<file path="config.mk">
export PLATFORM = sky130hd
export DESIGN_NAME = instr_fetch_unit
export DESIGN_NICKNAME = d
export VERILOG_FILES = /design/src/rtl/instr_fetch_unit.sv
export SDC_FILE = /design/constraint.sdc
export NUM_CORES = 1
export LEC_CHECK = 0
export CAP_MARGIN = 20
export CORE_ASPECT_RATIO = 1.4
export CORE_MARGIN = 2
export CORE_UTILIZATION = 53
export CTS_CLUSTER_SIZE = 14
export DETAILED_ROUTE_END_ITERATION = 16
export PLACE_DENSITY_LB_ADDON = 0.15
export SLEW_MARGIN = 20
export SYNTH_ARGS = -nofsm -noshare
export SYNTH_HDL_FRONTEND = slang
export SYNTH_SLANG_ARGS = --single-unit
</file>
<file path="constraint.sdc">
create_clock -name clk -period 3.63 [get_ports clk]
set_input_delay 0.363 -clock clk [delete_from_list [all_inputs] [get_ports clk]]
set_output_delay 0.363 -clock clk [all_outputs]
set_load 0.03 [all_outputs]
</file>
<file path="src/rtl/instr_fetch_unit.sv">
// ============================================================================
// instr_fetch_unit: credit-limited instruction fetch with redirect flush and
// an in-order instruction buffer. Optional macro: IFU_MISALIGN_TRAP_EN.
// Revision: 1.0
// ============================================================================
`default_nettype none

module instr_fetch_unit #(
  parameter logic [31:0] RESET_PC   = 32'h0000_0000,
  parameter int          FIFO_DEPTH = 2
) (
  input  logic        clk,
  input  logic        rst,
  input  logic        redirect_valid,
  input  logic [31:0] redirect_pc,
  output logic        imem_req_valid,
  input  logic        imem_req_ready,
  output logic [31:0] imem_req_addr,
  input  logic        imem_resp_valid,
  input  logic [31:0] imem_resp_data,
  output logic        instr_valid,
  input  logic        instr_ready,
  output logic [31:0] instr,
  output logic [31:0] instr_pc,
  output logic        fetch_fault
);

  localparam int              C_AW    = (FIFO_DEPTH > 1) ? $clog2(FIFO_DEPTH) : 1;
  localparam int              C_CW    = $clog2(FIFO_DEPTH + 1);
  localparam logic [C_CW:0]   C_DEPTH = (C_CW + 1)'(FIFO_DEPTH);

  typedef enum logic [0:0] {
    ST_RUN   = 1'b0,
    ST_FAULT = 1'b1
  } state_e;

  state_e          state_q;
  logic            fetch_fault_q;
  logic [31:0]     fetch_pc_q;
  logic [31:0]     resp_pc_q;
  logic [C_CW-1:0] outstanding_q;
  logic [C_CW-1:0] outstanding_d;
  logic [C_CW-1:0] drop_cnt_q;
  logic [C_CW-1:0] count_q;
  logic [C_CW-1:0] count_d;
  logic [C_AW-1:0] rd_ptr_q;
  logic [C_AW-1:0] wr_ptr_q;
  logic [31:0]     data_q [FIFO_DEPTH];
  logic [31:0]     pc_q   [FIFO_DEPTH];

  logic [31:0]     w_target;
  logic            w_misalign;
  logic [C_CW:0]   w_inflight;
  logic            w_req_fire;
  logic            w_push;
  logic            w_drop;
  logic            w_pop;

`ifdef IFU_MISALIGN_TRAP_EN
  assign w_target   = redirect_pc;
  assign w_misalign = (redirect_pc[1:0] != 2'b00);
`else
  assign w_target   = redirect_pc & 32'hFFFF_FFFC;
  assign w_misalign = 1'b0;
`endif

  // Outstanding requests include ones that will be dropped, so the credit
  // check stays conservative across redirects.
  assign w_inflight     = {1'b0, outstanding_q} + {1'b0, count_q};
  assign imem_req_valid = rst && (state_q == ST_RUN) && !redirect_valid
                          && (w_inflight < C_DEPTH);
  assign imem_req_addr  = fetch_pc_q;
  assign w_req_fire     = imem_req_valid && imem_req_ready;

  assign instr_valid = (count_q != '0);
  assign instr       = data_q[rd_ptr_q];
  assign instr_pc    = pc_q[rd_ptr_q];
  assign fetch_fault = fetch_fault_q;

  assign w_pop  = instr_valid && instr_ready;
  assign w_drop = imem_resp_valid && !redirect_valid && (drop_cnt_q != '0);
  assign w_push = imem_resp_valid && !redirect_valid && (drop_cnt_q == '0)
                  && (state_q == ST_RUN);

  assign outstanding_d = outstanding_q + C_CW'(w_req_fire) - C_CW'(imem_resp_valid);
  assign count_d       = count_q + C_CW'(w_push) - C_CW'(w_pop);

  always_ff @(posedge clk or negedge rst) begin
    if (!rst) begin
      state_q       <= ST_RUN;
      fetch_fault_q <= 1'b0;
      fetch_pc_q    <= RESET_PC;
      resp_pc_q     <= RESET_PC;
      outstanding_q <= '0;
      drop_cnt_q    <= '0;
      count_q       <= '0;
      rd_ptr_q      <= '0;
      wr_ptr_q      <= '0;
      for (int i = 0; i < FIFO_DEPTH; i++) begin
        data_q[i] <= '0;
        pc_q[i]   <= '0;
      end
    end else begin
      outstanding_q <= outstanding_d;
      if (redirect_valid) begin
        // Everything still in flight after this cycle belongs to the old path.
        fetch_pc_q <= w_target;
        resp_pc_q  <= w_target;
        drop_cnt_q <= outstanding_d;
        count_q    <= '0;
        rd_ptr_q   <= '0;
        wr_ptr_q   <= '0;
        if (w_misalign) begin
          state_q       <= ST_FAULT;
          fetch_fault_q <= 1'b1;
        end else begin
          state_q       <= ST_RUN;
          fetch_fault_q <= 1'b0;
        end
      end else begin
        if (w_req_fire) begin
          fetch_pc_q <= fetch_pc_q + 32'd4;
        end
        if (w_drop) begin
          drop_cnt_q <= drop_cnt_q - C_CW'(1);
        end
        if (w_push) begin
          data_q[wr_ptr_q] <= imem_resp_data;
          pc_q[wr_ptr_q]   <= resp_pc_q;
          wr_ptr_q         <= wr_ptr_q + C_AW'(1);
          resp_pc_q        <= resp_pc_q + 32'd4;
        end
        if (w_pop) begin
          rd_ptr_q <= rd_ptr_q + C_AW'(1);
        end
        count_q <= count_d;
      end
    end
  end

  a_resp_has_request: assert property (@(posedge clk) disable iff (!rst)
    imem_resp_valid |-> (outstanding_q != '0));

endmodule

`default_nettype wire

</file>
==> flow_metrics.tcl <==
set metrics [dict create \
    hpwlAfterDp_um 15300 \
    rsz0062_at_grt "false" \
    clk_pin_slew_worst_paths_ns 0.07 \
    endpoint "drop_cnt_q[1]" \
    drv_cap 0 \
    cts_tree "yes" \
    regToRegEndpoint "drop_cnt_q[1]" \
    fp.dieArea_sq_um 18500 \
    dr_total_vias 6502 \
    hold_class "in -> reg" \
    slowest_stage "fa_1" \
    finalSetupTns_ns 0 \
    synth_xor_area_share_pct 4.08 \
    synthAdderAreaFrac_pct 1.17 \
    cts_root_buffer "clkbuf_16" \
    worstPathArrival_ns 3.45 \
    reg2reg_depth 11 \
    drv_slew 0 \
    postCtsResizedCells 0 \
    gp_congestion 0.839 \
    multi_input_area_sq_um 4220 \
    r2r_slack_ns 0.53 \
    grt.overflow.total 0 \
    worst_ep_required_time_ns 3.97 \
    postRouteAntennaNets 0 \
    end_kind "flop" \
    yosys.area.top_type_share_pct 52.1 \
    setup.worst_path.start "outstanding_q[0]" \
    final-hold-violation-count 0 \
    drt-wirelength-per-cell_um 19.1 \
    status "completed" \
    postCtsSetupRepairBufs 0 \
    crit_family "simple AND/OR/NAND/NOR gates" \
    ys_ff_latch 192 \
    tightest_slew_ns 0.874 \
    grt_usage_pct 24.4 \
    critical_path.max_stage_delay_ns 0.47 \
    cts.sinks 192 \
    ios 169 \
    avgSynthCellArea_sq_um 12.5 \
    hold_ws_ns 0.359 \
    antennaDiodeCount 0 \
    die_y_um 160 \
    clock_latency_ns 0.42 \
    register_area_sq_um 4810 \
    peakVddDrop_v 0.000317 \
    finalSetupViolCount 0 \
    postCtsHoldBufs 1 \
    cp-start-kind "flop" \
    synthTopCellsByArea "dfrtp_1, mux2_2, xor2_1, nand2_1, xnor2_1" \
    synth-simple-area-share_pct 10.9 \
    layout_min_cycle_time_ns 3.10 \
    synth_top_cell_by_area "dfrtp_1" \
    skew_ns 0.0102 \
    period_share_pct 85.5 \
    max_freq_mhz 322 \
    fillers 1291 \
    routed_wl_um 21900 \
    drc_errors 0 \
    cts_max_path_buffers 2 \
    syn-cell-area_sq_um 9230 \
    yosysMostFrequentCell "mux2_2" \
    via_per_inst 5.68 \
    synth_top_family_by_area "multiplexers" \
    nets 974 \
    synth_compound_area_share_pct 5.13 \
    start_util_pct 53.7 \
    yosysSeqAreaShare_pct 52.1 \
    async_flop_share_pct 100 \
    fp-row-count 57 \
    drt_iter0_markers 350 \
    synth_cell_types 54 \
    cp_num_buf_inv 2 \
    path_depth 11 \
    grt_pass1_wl_um 35300 \
    leakage_nw 4.95 \
    syn_inst 736 \
    cts-buffers-inserted 17 \
    slew_headroom_pct 41.7 \
    netlist_top_cells_count "mux2_2, dfrtp_1, nand2_1" \
    grt_max_degree 70 \
    antenna_found_initial 0 \
    synth_mux_area_share_pct 24.2 \
    grt_pass1_vias 6930 \
    cp_common_cell "ha_1" \
    synth_edf_count 0 \
    cp_max_fo 20 \
    htreeDepth 4 \
    drtPass1Iterations 5 \
    ys.flop_type "dfrtp_1" \
    die_w_um 116 \
    syn_to_final_growth_pct 26.9 \
    core_sq_um 17200 \
    drive_above_1_share_pct 28.6 \
    cp_cell_sequence "and2_1, fa_1, nor4b_4, and2_2, inv_2, ha_1, inv_1, ha_1, xnor2_1, nand2_1, o21ai_0" \
    p_per_area_nw_per_um2 784 \
    path_class "reg -> reg" \
    port_buffers 161 \
    yosys_warnings 0 \
    reg2reg_from "outstanding_q[0]" \
]
[stage by stage]
step | setup WS (ns) | std cells | total power (W) | utilization, % | cell area [sq um]
after global placement | 0.629 | 1112 | 0.00720 | 64.6 | 11100
after detailed placement | 0.526 | 1112 | 0.00738 | 64.6 | 11100
final | 0.526 | 1145 | 0.00918 | 68.1 | 11700
after CTS | 0.495 | 1145 | 0.00926 | 68.1 | 11700
after global routing | 0.320 | 1145 | 0.00963 | 68.1 | 11700
after floorplan | 0.760 | 740 | 0.00586 | - | 9240
[kinds of logic after synthesis]
family | Yosys count
AO/OA/AOI/OAI | 75
XOR/XNOR | 43
adder cells (fa/ha/maj) | 8
buffers and inverters | 47
flip-flops | 192
multiplexers | 199
other | 1
AND/OR/NAND/NOR | 171
[power by group]
part | internal (W) | total, W | switching [W] | leakage [nW]
clock network | 0.00103 | 0.00186 | 0.000825 | 0.281
logic | 0.00197 | 0.00396 | 0.00199 | 2.28
registers | 0.00288 | 0.00336 | 0.000478 | 2.38
[cell usage in the layout (no fill, tap or decap), drive strengths merged, types with 5 or more instances in the layout]
cell type	count
conb	5
nor2	25
a21oi	6
inv	14
o311ai	6
nand3	33
clkinv	5
o211ai	10
nand4	23
mux2	196
dfrtp	192
clkbuf	19
clkdlybuf4s50	159
nand2	49
nor4	9
and3	8
ha	7
xor2	22
o21ai	36
and2	6
buf	14
xnor2	21
[state kept, by name (all words and copies together), names as in the netlist]
register / flops
resp_pc_q: 30
pc_q: 60
rd_ptr_q: 1
imem_req_addr: 30
count_q: 2
data_q: 64
wr_ptr_q: 1
outstanding_q: 2
drop_cnt_q: 2
[metal layers]
metal | routed length, um | track usage [%] | up-vias
met5 | 0 | 0 | -
met4 | 444 | 8.11 | 0
met3 | 1200 | 4.82 | 29
met2 | 11300 | 41.7 | 217
met1 | 8990 | 30.7 | 3281
li1 | - | - | 2975
[worst min-delay path by stage]
| stage | to | startpoint | depth (start not counted) |
|---|---|---|---|
| 2_1_floorplan | count_q[0] | rst | 0 |
| 3_3_place_gp | rd_ptr_q | rst | 1 |
| 3_5_place_dp | imem_req_addr[11] | rst | 1 |
| 4_1_cts | wr_ptr_q | redirect_valid | 2 |
| 5_1_grt | wr_ptr_q | redirect_valid | 2 |
| 6_report | wr_ptr_q | redirect_valid | 2 |
[cell type report]
| cell class | count | area share [%] |
|---|---|---|
| well taps | 236 | 2.52 |
| flip-flops and latches | 192 | 41.1 |
| clock buffers | 19 | 3.70 |
| inverters | 10 | 0.321 |
| clock inverters | 13 | 1.30 |
| multi-input cells | 501 | 36.1 |
| repair buffers | 174 | 15.0 |
Note: power is estimated with default switching activity, not from simulation.
